--- src/rtl/instruction_phase_sequencer.sv ---
// -----------------------------------------------------------------------------
// instruction_phase_sequencer
//
// Generates a one-hot phase vector of NPHASES phases per instruction for the
// instruction sequencers and latches the instruction word from the bus in
// phase LATCH_PHASE. It also provides:
//   - wait-state stalling (WAIT holds the current phase),
//   - a PC breakpoint comparator checked at instruction boundaries,
//   - multi-instruction debug stepping over a four-phase REQ/ACK handshake.
//
// Ports:
//   CLK             clock
//   RESET           asynchronous, active-high reset
//   DEBUG_STOPX     request a debug stop at the next instruction boundary
//   DEBUG_STEP_REQ  step request (four-phase handshake with DEBUG_STEP_ACK)
//   STEP_COUNT      instructions per step request (0 behaves as 1)
//   HALTX           1 = hold in STOPPED / disable PC advance
//   WAIT            stall, hold the current phase
//   BP_EN           breakpoint enable
//   BP_ADDR         breakpoint address
//   PC              current program counter
//   DIN             instruction bus
//   PHASE           one-hot phase, all zero when not running
//   STOPPED         sequencer idle (stop, debug stop or step acknowledge)
//   DEBUG_ACTIVE    in any debug state
//   DEBUG_STEP_ACK  step request complete
//   BP_HIT          last stop was caused by the breakpoint
//   PC_ENX          PC advance enable (active high)
//   INSTRUCTION     latched instruction word
//   STEPS_LEFT      remaining steps in the current step request
//
// All control outputs are registered and reflect the state/phase entered on
// the same clock edge.
// -----------------------------------------------------------------------------
`timescale 1ns/1ps

module instruction_phase_sequencer #(
    parameter int DATA_W      = 16,
    parameter int ADDR_W      = 16,
    parameter int NPHASES     = 4,
    parameter int LATCH_PHASE = 2,
    parameter int STEP_W      = 8
) (
    input  logic              CLK,
    input  logic              RESET,
    input  logic              DEBUG_STOPX,
    input  logic              DEBUG_STEP_REQ,
    input  logic [STEP_W-1:0] STEP_COUNT,
    input  logic              HALTX,
    input  logic              WAIT,
    input  logic              BP_EN,
    input  logic [ADDR_W-1:0] BP_ADDR,
    input  logic [ADDR_W-1:0] PC,
    input  logic [DATA_W-1:0] DIN,
    output logic [NPHASES-1:0] PHASE,
    output logic              STOPPED,
    output logic              DEBUG_ACTIVE,
    output logic              DEBUG_STEP_ACK,
    output logic              BP_HIT,
    output logic              PC_ENX,
    output logic [DATA_W-1:0] INSTRUCTION,
    output logic [STEP_W-1:0] STEPS_LEFT
);

    localparam int              PH_W    = (NPHASES > 1) ? $clog2(NPHASES) : 1;
    localparam logic [PH_W-1:0] PH_LAST = PH_W'(NPHASES - 1);
    localparam logic [PH_W-1:0] PH_ZERO = '0;

    typedef enum logic [2:0] {
        ST_STOP  = 3'd0,
        ST_RUN   = 3'd1,
        ST_DSTOP = 3'd2,
        ST_DRUN  = 3'd3,
        ST_DACK  = 3'd4
    } state_t;

    // Step counter arithmetic: decrement saturates at zero, a zero request
    // count still executes one instruction.
    function automatic logic [STEP_W-1:0] sat_dec(input logic [STEP_W-1:0] v);
        return (v == '0) ? v : v - STEP_W'(1);
    endfunction

    function automatic logic [STEP_W-1:0] step_load(input logic [STEP_W-1:0] v);
        return (v == '0) ? STEP_W'(1) : v;
    endfunction

    state_t              r_state;
    state_t              w_state_nxt;
    logic [PH_W-1:0]     r_ph;
    logic [PH_W-1:0]     w_ph_nxt;
    logic [PH_W-1:0]     w_ph_adv;
    logic [STEP_W-1:0]   r_steps_left;
    logic [STEP_W-1:0]   w_steps_nxt;
    logic [STEP_W-1:0]   w_steps_dec;
    logic                r_bp_hit;
    logic                w_bp_hit_nxt;
    logic                w_bp;
    logic                w_running;
    logic                w_boundary;
    logic                w_run_nxt;
    logic [NPHASES-1:0]  w_phase_nxt;
    logic [NPHASES-1:0]  r_phase;
    logic                r_stopped;
    logic                r_debug_active;
    logic                r_step_ack;
    logic                r_pc_enx;
    logic [DATA_W-1:0]   r_instruction;

    assign w_bp        = BP_EN && (PC == BP_ADDR);
    assign w_running   = (r_state == ST_RUN) || (r_state == ST_DRUN);
    assign w_boundary  = w_running && (r_ph == PH_LAST) && !WAIT;
    // Phase wraps to 0 after the last phase; a stall holds the current one.
    assign w_ph_adv    = WAIT ? r_ph :
                         ((r_ph == PH_LAST) ? PH_ZERO : r_ph + PH_W'(1));
    assign w_steps_dec = sat_dec(r_steps_left);

    always_comb begin
        w_state_nxt  = r_state;
        w_ph_nxt     = r_ph;
        w_steps_nxt  = r_steps_left;
        w_bp_hit_nxt = r_bp_hit;

        case (r_state)
            ST_STOP: begin
                w_ph_nxt = PH_ZERO;
                if (DEBUG_STOPX) begin
                    w_state_nxt = ST_DSTOP;
                end else if (!HALTX && w_bp) begin
                    w_state_nxt  = ST_DSTOP;
                    w_bp_hit_nxt = 1'b1;
                end else if (!HALTX) begin
                    w_state_nxt = ST_RUN;
                end
            end

            ST_RUN: begin
                w_ph_nxt = w_ph_adv;
                if (w_boundary) begin
                    if (DEBUG_STOPX) begin
                        w_state_nxt = ST_DSTOP;
                    end else if (w_bp) begin
                        w_state_nxt  = ST_DSTOP;
                        w_bp_hit_nxt = 1'b1;
                    end
                end
            end

            ST_DSTOP: begin
                w_ph_nxt = PH_ZERO;
                if (DEBUG_STEP_REQ) begin
                    w_state_nxt  = ST_DRUN;
                    w_steps_nxt  = step_load(STEP_COUNT);
                    w_bp_hit_nxt = 1'b0;
                end else if (!DEBUG_STOPX) begin
                    w_state_nxt  = ST_STOP;
                    w_bp_hit_nxt = 1'b0;
                end
            end

            ST_DRUN: begin
                w_ph_nxt = w_ph_adv;
                // The breakpoint is only evaluated once at least one step
                // remains, so the first instruction of a request always
                // executes even when it sits on the breakpoint address.
                if (w_boundary) begin
                    w_steps_nxt = w_steps_dec;
                    if (w_steps_dec == '0) begin
                        w_state_nxt = ST_DACK;
                    end else if (w_bp) begin
                        w_state_nxt  = ST_DACK;
                        w_bp_hit_nxt = 1'b1;
                    end
                end
            end

            ST_DACK: begin
                w_ph_nxt = PH_ZERO;
                if (!DEBUG_STEP_REQ) begin
                    w_state_nxt = ST_DSTOP;
                end
            end

            default: begin
                w_state_nxt = ST_STOP;
                w_ph_nxt    = PH_ZERO;
            end
        endcase
    end

    assign w_run_nxt = (w_state_nxt == ST_RUN) || (w_state_nxt == ST_DRUN);

    always_comb begin
        w_phase_nxt = '0;
        for (int i = 0; i < NPHASES; i++) begin
            w_phase_nxt[i] = w_run_nxt && (w_ph_nxt == PH_W'(i));
        end
    end

    always_ff @(posedge CLK or posedge RESET) begin
        if (RESET) begin
            r_state        <= ST_STOP;
            r_ph           <= PH_ZERO;
            r_steps_left   <= '0;
            r_bp_hit       <= 1'b0;
            r_phase        <= '0;
            r_stopped      <= 1'b1;
            r_debug_active <= 1'b0;
            r_step_ack     <= 1'b0;
            r_pc_enx       <= 1'b0;
        end else begin
            r_state        <= w_state_nxt;
            r_ph           <= w_ph_nxt;
            r_steps_left   <= w_steps_nxt;
            r_bp_hit       <= w_bp_hit_nxt;
            r_phase        <= w_phase_nxt;
            r_stopped      <= (w_state_nxt == ST_STOP) || (w_state_nxt == ST_DSTOP) ||
                              (w_state_nxt == ST_DACK);
            r_debug_active <= (w_state_nxt == ST_DSTOP) || (w_state_nxt == ST_DRUN) ||
                              (w_state_nxt == ST_DACK);
            r_step_ack     <= (w_state_nxt == ST_DACK);
            r_pc_enx       <= ((w_state_nxt == ST_RUN) && !HALTX) || (w_state_nxt == ST_DRUN);
        end
    end

    // Instruction is captured mid-cycle so the bus has the full first half of
    // the latch phase to settle; a stalled latch phase keeps re-capturing and
    // the last value seen wins.
    always_ff @(negedge CLK or posedge RESET) begin
        if (RESET) begin
            r_instruction <= '0;
        end else if (r_phase[LATCH_PHASE]) begin
            r_instruction <= DIN;
        end
    end

    assign PHASE          = r_phase;
    assign STOPPED        = r_stopped;
    assign DEBUG_ACTIVE   = r_debug_active;
    assign DEBUG_STEP_ACK = r_step_ack;
    assign BP_HIT         = r_bp_hit;
    assign PC_ENX         = r_pc_enx;
    assign INSTRUCTION    = r_instruction;
    assign STEPS_LEFT     = r_steps_left;

endmodule
--- config.mk ---
export PLATFORM = sky130hd
export DESIGN_NAME = instruction_phase_sequencer
export DESIGN_NICKNAME = d
export VERILOG_FILES = /design/src/rtl/instruction_phase_sequencer.sv
export SDC_FILE = /design/constraint.sdc
export NUM_CORES = 1
export LEC_CHECK = 0
export CAP_MARGIN = 20
export CORE_UTILIZATION = 37
export CTS_CLUSTER_DIAMETER = 60
export DETAILED_ROUTE_END_ITERATION = 16
export GPL_ROUTABILITY_DRIVEN = 1
export PLACE_DENSITY = 0.86
export RECOVER_POWER = 25
export SYNTH_ARGS = -nofsm -noshare
export SYNTH_HDL_FRONTEND = slang
export SYNTH_SLANG_ARGS = --single-unit
--- constraint.sdc ---
create_clock -name CLK -period 2.3 [get_ports CLK]
set_input_delay 0.46 -clock CLK [delete_from_list [all_inputs] [get_ports CLK]]
set_output_delay 0.46 -clock CLK [all_outputs]
set_load 0.02 [all_outputs]
==> results of run 1 <==
-- flip-flops by register name, summed over array words and instances, names as in the netlist, 2 cells and up --
signal,cells
STEPS_LEFT,8
r_state,3
r_ph,2
PHASE,4
INSTRUCTION,16
-- final cells by class --
class,instances,area [µm²],share of cell area (%)
tap,70,87.6,2.55
timing repair buffer,124,1180,34.4
clock buffer,8,80.1,2.33
sequential,38,958,27.9
multi-input combinational,150,1100,31.9
inverter,9,35.0,1.02
-- through the flow --
step,setup WS [ps],hold WS (ps),TNS [ps],utilization (%)
after floorplan,-48.2,425,-482,-
after CTS,-167,482,-2290,64.6
after global placement,-293,448,-6560,61.9
after global routing,-187,497,-2930,66.1
after detailed placement,-321,457,-7070,61.9
final,-158,476,-2250,66.1
-- cells in the mapped netlist (2+ instances only) --
master / instances / area share, %
or4_4: 2 / 1.1
a21o_1: 2 / 0.74
nand2b_1: 3 / 0.92
or3_1: 3 / 0.92
dfrtn_1: 16 / 20
inv_1: 8 / 1.5
xnor2_1: 2 / 0.86
and3_1: 2 / 0.61
a21oi_1: 9 / 2.2
nand3_1: 3 / 0.74
nor4_1: 6 / 1.8
nor3_1: 6 / 1.5
o22ai_1: 2 / 0.61
clkbuf_1: 6 / 1.1
xor2_1: 15 / 6.4
nor2_1: 21 / 3.9
nor2b_1: 2 / 0.61
o21a_1: 2 / 0.74
o21ai_0: 19 / 4.7
nand2_1: 8 / 1.5
a32oi_1: 2 / 0.86
and2_1: 2 / 0.61
a22oi_1: 2 / 0.74
dfrtp_1: 21 / 26
mux2_2: 17 / 9.4
ha_1: 2 / 1.2
o32ai_1: 2 / 0.86
-- worst paths after layout --
path	from	endpoint	slack, ps
worst max-delay path	INSTRUCTION[12]	INSTRUCTION[12]	-160
worst min-delay path	INSTRUCTION[15]	INSTRUCTION[15]	480
worst max register to register	STEPS_LEFT[1]	PHASE[2]	20
worst min register to register	INSTRUCTION[15]	INSTRUCTION[15]	480
max in group asynchronous	RESET	INSTRUCTION[4]	110
min in group asynchronous	RESET	PHASE[0]	1100
-- layout by cell type (no fill, tap or decap), drive strengths merged, types with 9 or more instances in the layout --
| cell | instances |
|---|---|
| xor2 | 15 |
| clkbuf | 10 |
| mux2 | 17 |
| a21oi | 9 |
| o21ai | 19 |
| dfrtp | 21 |
| dfrtn | 16 |
| buf | 43 |
| clkdlybuf4s50 | 78 |
| nor2 | 21 |
-- logic make-up after synthesis --
kind of cell    count (synthesis)  share of synthesized area [%]
simple gates                   65                           17.0
fa+ha+maj                       2                           1.23
xor+xnor                       17                           7.31
mux                            18                           9.89
flops                          38                           46.7
buf+inv                        15                           2.76
compound gates                 48                           15.1
-- routing by layer --
layer / GRT usage [%] / part of all wire (%) / vias to the layer above / wire, µm
met5: 0 / 0 / - / 0
met4: 8.08 / 1.9 / 0 / 98
met3: 3.47 / 7.8 / 11 / 408
met2: 33.5 / 51 / 104 / 2660
met1: 21.8 / 39 / 952 / 2030
li1: - / - / 989 / -
-- power by group through the flow --
stage	Clock, W	Combinational (W)	Sequential [W]
final	0.000421	0.00223	0.00119
after CTS	0.000434	0.00209	0.00118
after global routing	0.000459	0.00241	0.00123
after floorplan	0	0.000877	0.00143
after global placement	0	0.00194	0.00114
after detailed placement	0	0.00198	0.00117
-- timing repair --
item                                    CTS  global route
cloned                                    0             0
endpoints found under the hold margin     0             0
resized for setup                        98             6
endpoints found under the setup margin   18            37
setup buffers                             5             7
hold buffers                              0             0
pin swaps                                 1             0
==> flow_metrics.tcl, run 1 <==
set metrics [dict create \
    wire_per_inst_um 13.0 \
    internal_power_w 0.00240 \
    holdPathStages 1 \
    crit_buf_inv 1 \
    syn_avg_cell_area_um2 10.0 \
    grt_antenna_before_repair 0 \
    tightest_slew_ps 745 \
    diodes 0 \
    power.switching_w 0.00144 \
    io_pins 96 \
    htreeDepth 2 \
    slew_headroom_pct 50.0 \
    fin_ws_ps -158 \
    synthFlopType "dfrtp_1" \
    crit_family "flip-flops" \
    port_buffers 95 \
    die_h_um 76.2 \
    required_ps 1840 \
    dp_cells 379 \
    crit_type "register to output port" \
    grt_max_degree 19 \
    combPwrFrac_pct 58.1 \
    ys.warnings.count 0 \
    end_kind "output port" \
    seqPwrFrac_pct 30.9 \
    syn_to_final_growth_pct 68.9 \
    final_cells 399 \
    cts_buffers 5 \
    n_fill_cell 413 \
    rows 26 \
    start_util_pct 39.1 \
    reg2reg_depth 9 \
    maxCapViolCount 0 \
    setup_viol_count_final 16 \
    cts.sinks 38 \
    grt_pass1_wl_um 8740 \
    route.detailed.drc 0 \
    detail-route-antenna-nets 0 \
    vias_per_cell 5.15 \
    clock_power_share_pct 11.0 \
    worst-path-max-fanout 2 \
    ys_async_sr_fraction_pct 100 \
    synth-edff-count 0 \
    synth_cell_types 45 \
    dieArea_mm2 0.00581 \
    path_depth 1 \
    slowest_delay_ps 430 \
    slowest_stage "dfrtn_1" \
    dpl_cell_area_mm2 0.00322 \
    drtIter0Drc 65 \
    cts-root-buf "clkbuf_8" \
    worst_clock_skew_ps 8.21 \
    ir_drop_uv 542 \
    syn_inst 203 \
    cp.arrival_ps 2000 \
    clock_latency_ps 290 \
    start_kind "register" \
    failed_checks "setup timing" \
    layout-drive-gt1-share_pct 26.7 \
    synth_area_mm2 0.00204 \
    die_w_um 76.2 \
    grt_setup_unrepaired "yes" \
    hpwlAfterDp_um 4040 \
    final_area_mm2 0.00344 \
    design.core.area_mm2 0.00520 \
    cts_tree "done" \
    nets 393 \
    grt_pass1_vias 2004 \
    ys_seq_area_share_pct 46.7 \
    synth_nets 268 \
    grt_use_total_pct 18.7 \
    grt_overflow 0 \
    finalHoldViolations 0 \
    leakagePower_nw 1.45 \
    drt-pass1-iter-count 4 \
    gp_congestion 0.840 \
    finalMaxSlewViolations 0 \
    holdCritPathClass "register to register" \
    ys_ff_latch 38 \
    outcome "finished, violations left" \
    sw_frac_of_total_pct 37.6 \
    drt-total-wl_um 5200 \
    path_clk_slew_ps 50 \
    power_w 0.00384 \
    vias 2056 \
    path_cells "buf_6" \
    clock_tree.buffer_depth 2 \
    p_per_area_mw_per_mm2 1120 \
]
Note: power is estimated with default switching activity, not from simulation.
==> inputs of run 2 (changes only) <==
--- a/config.mk
+++ b/config.mk
@@ -7,7 +7,6 @@
 export LEC_CHECK = 0
 export CAP_MARGIN = 20
 export CORE_UTILIZATION = 37
-export CTS_CLUSTER_DIAMETER = 60
 export DETAILED_ROUTE_END_ITERATION = 16
 export GPL_ROUTABILITY_DRIVEN = 1
 export PLACE_DENSITY = 0.86
==> results of run 2 <==
Same layout as run 1: the final DEF is identical, and so are final timing and power.
==> patch 1 (config.mk and constraints of run 2) <==
Set the parameter `ADDR_W` to 17 (it was 16).
--- a/src/rtl/instruction_phase_sequencer.sv
+++ b/src/rtl/instruction_phase_sequencer.sv
@@ -37,5 +37,5 @@
 module instruction_phase_sequencer #(
     parameter int DATA_W      = 16,
-    parameter int ADDR_W      = 16,
+    parameter int ADDR_W      = 17,
     parameter int NPHASES     = 4,
     parameter int LATCH_PHASE = 2,
Interface: changed (resized BP_ADDR and PC); port bits go from 96 to 98. No check against the original RTL was run, so the function may have changed too.
==> patch 1 against run 2 <==
- the run still ends with negative setup slack left
- sequential cell count is the same
- setup slack lost 0.021 ns
- power grew 5.5%
- critical path depth is the same
- final area grew 1.5%
- register-to-register slack gained 0.09 ns
- clock power grew 13%
- area after synthesis grew 0.86%
- routed wire length grew 5.4%
==> patch 1: results (changes against run 2) <==
Status
  – Outcome: finished, violations left (unchanged)
  – Failing checks: negative setup slack (unchanged)

Layout
  – Buffering overhead: 0.351 (was 0.344)
  – Final Non-Filler Cells: 403 (was 399)
  – Number of clock-tree buffers in the layout: 6 (was 8)
  – Area occupied by registers: 956 µm² (was 958 µm²)
  – Inverters: 10 (was 9)
  – Share of layout cells above drive strength 1: 0.270 (was 0.267)
  – ClkCell Share: 0.0269 (was 0.0233)
  – Area of the multi-input gates: 1090 µm² (was 1100 µm²)
  – Non-CTS buffers: 127 (was 124)
  – # fillers: 422 (was 413)

Critical path
  – Critical R2R Launch: PHASE[2] (was STEPS_LEFT[1])
  – Worst Reg2Reg Path Length in Cells: 2 (was 9)
  – Maximum fanout along the worst path: 2 (unchanged)
  – Reg2reg end: INSTRUCTION[13] (was PHASE[2])

STA
  – Clock Skews: 0.00903 ns (was 0.00821 ns)
  – Final Worst Setup Slack: -0.179 ns (was -0.158 ns)
  – Final setup viols: 16 (unchanged)
  – Total negative slack: -2.44 ns (was -2.25 ns)

Synth
  – Compound-gate portion of the synthesized area: 0.142 (was 0.151)
  – XOR/XNOR share of the synthesized area: 0.0767 (was 0.0731)
  – Yosys cell types: 49 (was 45)
  – Synthesized area per cell: 10.1 µm² (was 10.0 µm²)
  – Synth area leaders: dfrtp_1 26%, dfrtn_1 19%, mux2_2 8.8%, xor2_1 6.8%, o21ai_0 5.8% (was dfrtp_1 26%, dfrtn_1 20%, mux2_2 9.4%, xor2_1 6.4%, o21ai_0 4.7%)
  – Post-Syn Nets: 271 (was 268)
  – Commonest cells in the netlist: 24 x o21ai_0, 21 x dfrtp_1, 19 x nor2_1 (was 21 x dfrtp_1, 21 x nor2_1, 19 x o21ai_0)

Clocking
  – Post-CTS Resized: 96 (was 98)
  – Setup Buffers After CTS: 7 (was 5)
  – Number of CTS-inserted buffers: 5 (unchanged)

Place
  – Routability cong.: 0.859 (was 0.840)
  – Dpl hpwl: 4.06 mm (was 4.04 mm)
  – IO buf count: 97 (was 95)

Hold path
  – Min-Delay Startpoint: INSTRUCTION[0] (was INSTRUCTION[15])
  – Hold EP: INSTRUCTION[0] (was INSTRUCTION[15])

Global routing
  – Largest net degree at the start of global routing: 23 (was 19)
  – Initial antenna violation count: 0 (unchanged)
  – Vias in the first global route: 1964 (was 2004)
  – First-pass GRT wire length: 8.83 mm (was 8.74 mm)
  – GRT Total Usage: 0.191 (was 0.187)

Route
  – WL/cell: 13.6 µm (was 13.0 µm)
  – Via density: 5.06 (was 5.15)
  – DR iter-0 viols: 47 (was 65)

Pwr
  – Internal power: 2.54 mW (was 2.40 mW)
  – Maximum VDD drop: 673 µV (was 542 µV)
  – Leakage power: 1.52 nW (was 1.45 nW)
[patch 1: metrics by stage]
| step | hold slack (ns) | setup slack [ns] | area (µm²) | total power, mW |
|---|---|---|---|---|
| after floorplan | 0.425 | -0.0568 | 2120 | 2.37 |
| after global placement | 0.450 | -0.293 | 3250 | 3.22 |
| after detailed placement | 0.454 | -0.331 | 3250 | 3.27 |
| after CTS | 0.482 | -0.169 | 3410 | 3.91 |
| after global routing | 0.493 | -0.206 | 3490 | 4.33 |
| final | 0.479 | -0.179 | 3490 | 4.05 |
[patch 1: worst max path at each step]
stage                               start         endpoint  slack, ns  cells after the start
after detailed placement   INSTRUCTION[8]   INSTRUCTION[8]      -0.33                      1
after global placement    INSTRUCTION[15]  INSTRUCTION[15]      -0.29                      1
after floorplan                  PHASE[2]   INSTRUCTION[0]      -0.06                      3
final                      INSTRUCTION[1]   INSTRUCTION[1]      -0.18                      1
after CTS                  INSTRUCTION[8]   INSTRUCTION[8]      -0.17                      1
after global routing       INSTRUCTION[8]   INSTRUCTION[8]      -0.21                      1
[patch 1: power groups by stage]
stage | combinational (mW) | sequential (mW) | clock [mW]
2_1_floorplan | 0.935 | 1.43 | 0
3_3_place_gp | 2.10 | 1.11 | 0
3_5_place_dp | 2.14 | 1.14 | 0
4_1_cts | 2.27 | 1.15 | 0.491
5_1_grt | 2.61 | 1.19 | 0.526
6_report | 2.42 | 1.16 | 0.474
[patch 1: routing by layer]
layer,vias up,share of wire,track usage
met5,-,0,0
met4,0,0.0095,0.0558
met3,6,0.063,0.0563
met2,87,0.53,0.341
met1,959,0.40,0.219
li1,989,-,-
==> patch 2 (settings of run 2) <==
Made on the original files. Reset style: synchronous (`RESET`), changed in 2 clocked blocks. Comments in the files are not updated.
--- a/src/rtl/instruction_phase_sequencer.sv
+++ b/src/rtl/instruction_phase_sequencer.sv
@@ -197,5 +197,5 @@
     end
 
-    always_ff @(posedge CLK or posedge RESET) begin
+    always_ff @(posedge CLK) begin
         if (RESET) begin
             r_state        <= ST_STOP;
@@ -226,5 +226,5 @@
     // the latch phase to settle; a stalled latch phase keeps re-capturing and
     // the last value seen wins.
-    always_ff @(negedge CLK or posedge RESET) begin
+    always_ff @(negedge CLK) begin
         if (RESET) begin
             r_instruction <= '0;
Function: not checked (the comparison handles one clock edge and no latches or derived clocks); the edit may change what the design does.
==> patch 2 against run 2 <==
- the run still ends with negative setup slack left
- area after synthesis is 1.5% higher
- via count is 14% higher
- setup slack improved by 0.014 ns
- sequential cell count unchanged
- final area rose by 2.2%
- count of clock-buffer cells in the layout down 3
- routed wire length up 21%
- non-clock buffer count is 6 lower
- critical path type unchanged
- critical endpoint is now INSTRUCTION[1]
Power is not compared: it rests on default switching activity, and its combinational part moved more than twofold at a synthesized area within 25%.
==> patch 2: results (changes against run 2) <==
Place
  – Placed Cells incl. Taps: 422 (was 379)
  – Routability cong.: 0.882 (was 0.840)

STA
  – Clock Skews: 0.0841 ns (was 0.00821 ns)
  – Final Worst Setup Slack: -0.144 ns (was -0.158 ns)
  – Final setup viols: 19 (was 16)

Critical path
  – Critical Path AT: 1.98 ns (was 2.00 ns)
  – Worst Reg2Reg Path Length in Cells: 8 (was 9)
  – CP Capture Point: INSTRUCTION[1] (was INSTRUCTION[12])
  – Reg2reg end: STOPPED (was PHASE[2])
  – Slowest cell delay on critical path: 0.34 ns (was 0.43 ns)
  – Worst Setup SP: INSTRUCTION[1] (was INSTRUCTION[12])

Status
  – Failing checks: negative setup slack (unchanged)
  – Outcome: finished, violations left (unchanged)

Synth
  – Yosys cell types: 49 (was 45)
  – Post-synthesis sequential area ratio: 0.368 (was 0.467)
  – Synth Flop Type: dfxtp_1 (was dfrtp_1)
  – Post-synthesis instance total: 248 (was 203)
  – Post-Syn Nets: 314 (was 268)

Global routing
  – GRT Total Usage: 0.219 (was 0.187)
  – Vias in the first global route: 2338 (was 2004)
  – Largest net degree at the start of global routing: 18 (was 19)
  – First-pass GRT wire length: 10.4 mm (was 8.74 mm)

Route
  – DR iter-0 viols: 148 (was 65)
  – Via count: 2350 (was 2056)
  – TritonRoute pass-1 iters: 5 (was 4)
  – Wirelength, routed: 6.31 mm (was 5.20 mm)

Clocking
  – Post-CTS Resized: 112 (was 98)
  – Skew-Pair Late Insertion Delay: 0.38 ns (was 0.29 ns)

Hold path
  – WHS Path Cells: 2 (was 1)

Layout
  – # nets final: 443 (was 393)
  – Final Non-Filler Cells: 448 (was 399)
==> patch 2: cell types whose count changed after synthesis, moves of 5 or more <==
cell,delta
dfxtp_1,+38
dfrtp_1,-21
nor2_1,+20
mux2_2,-17
dfrtn_1,-16
mux2i_1,+16
a21oi_1,+6
nand2_1,+5
o21ai_0,-5
==> patch 2: worst min-delay path by stage <==
stage                         from        endpoint  slack (ns)
floorplan            STEPS_LEFT[5]   STEPS_LEFT[5]        0.58
global placement    INSTRUCTION[9]  INSTRUCTION[9]        0.47
detailed placement  INSTRUCTION[3]  INSTRUCTION[3]        0.48
CTS                 INSTRUCTION[3]  INSTRUCTION[3]        0.49
global route        INSTRUCTION[2]  INSTRUCTION[2]        0.52
finish              INSTRUCTION[2]  INSTRUCTION[2]        0.49
==> patch 2: layout make-up <==
cell class	count	area (µm²)
sequential	38	787
fill	401	1720
tap	70	87.6
multi-input combinational	191	1290
clock inverter	19	88.8
timing repair buffer	118	1170
inverter	7	28.8
clock buffer	5	68.8
==> patch 2: cell families after synthesis <==
| logic type | synth area share |
|---|---|
| AND/OR/NAND/NOR | 0.250 |
| multiplexers | 0.0823 |
| flip-flops | 0.368 |
| adder cells (fa/ha/maj) | 0.0182 |
| XOR/XNOR | 0.0678 |
| buffers and inverters | 0.0405 |
| AO/OA/AOI/OAI | 0.174 |
==> patch 2: per-layer routing <==
layer	part of all wire	GRT usage	wire length, µm
met1	0.38	0.228	2400
met2	0.51	0.390	3250
met3	0.069	0.0667	436
met4	0.035	0.121	221
met5	0	0	0
==> patch 2: power by group through the flow <==
stage	Combinational [mW]	Sequential [mW]	Clock (mW)
final	0.562	0.713	0.621
after global routing	0.611	0.717	0.697
after CTS	0.518	0.713	0.637
after detailed placement	0.515	0.725	0.0453
after global placement	0.504	0.723	0.0453
after floorplan	0.245	0.746	0.0453
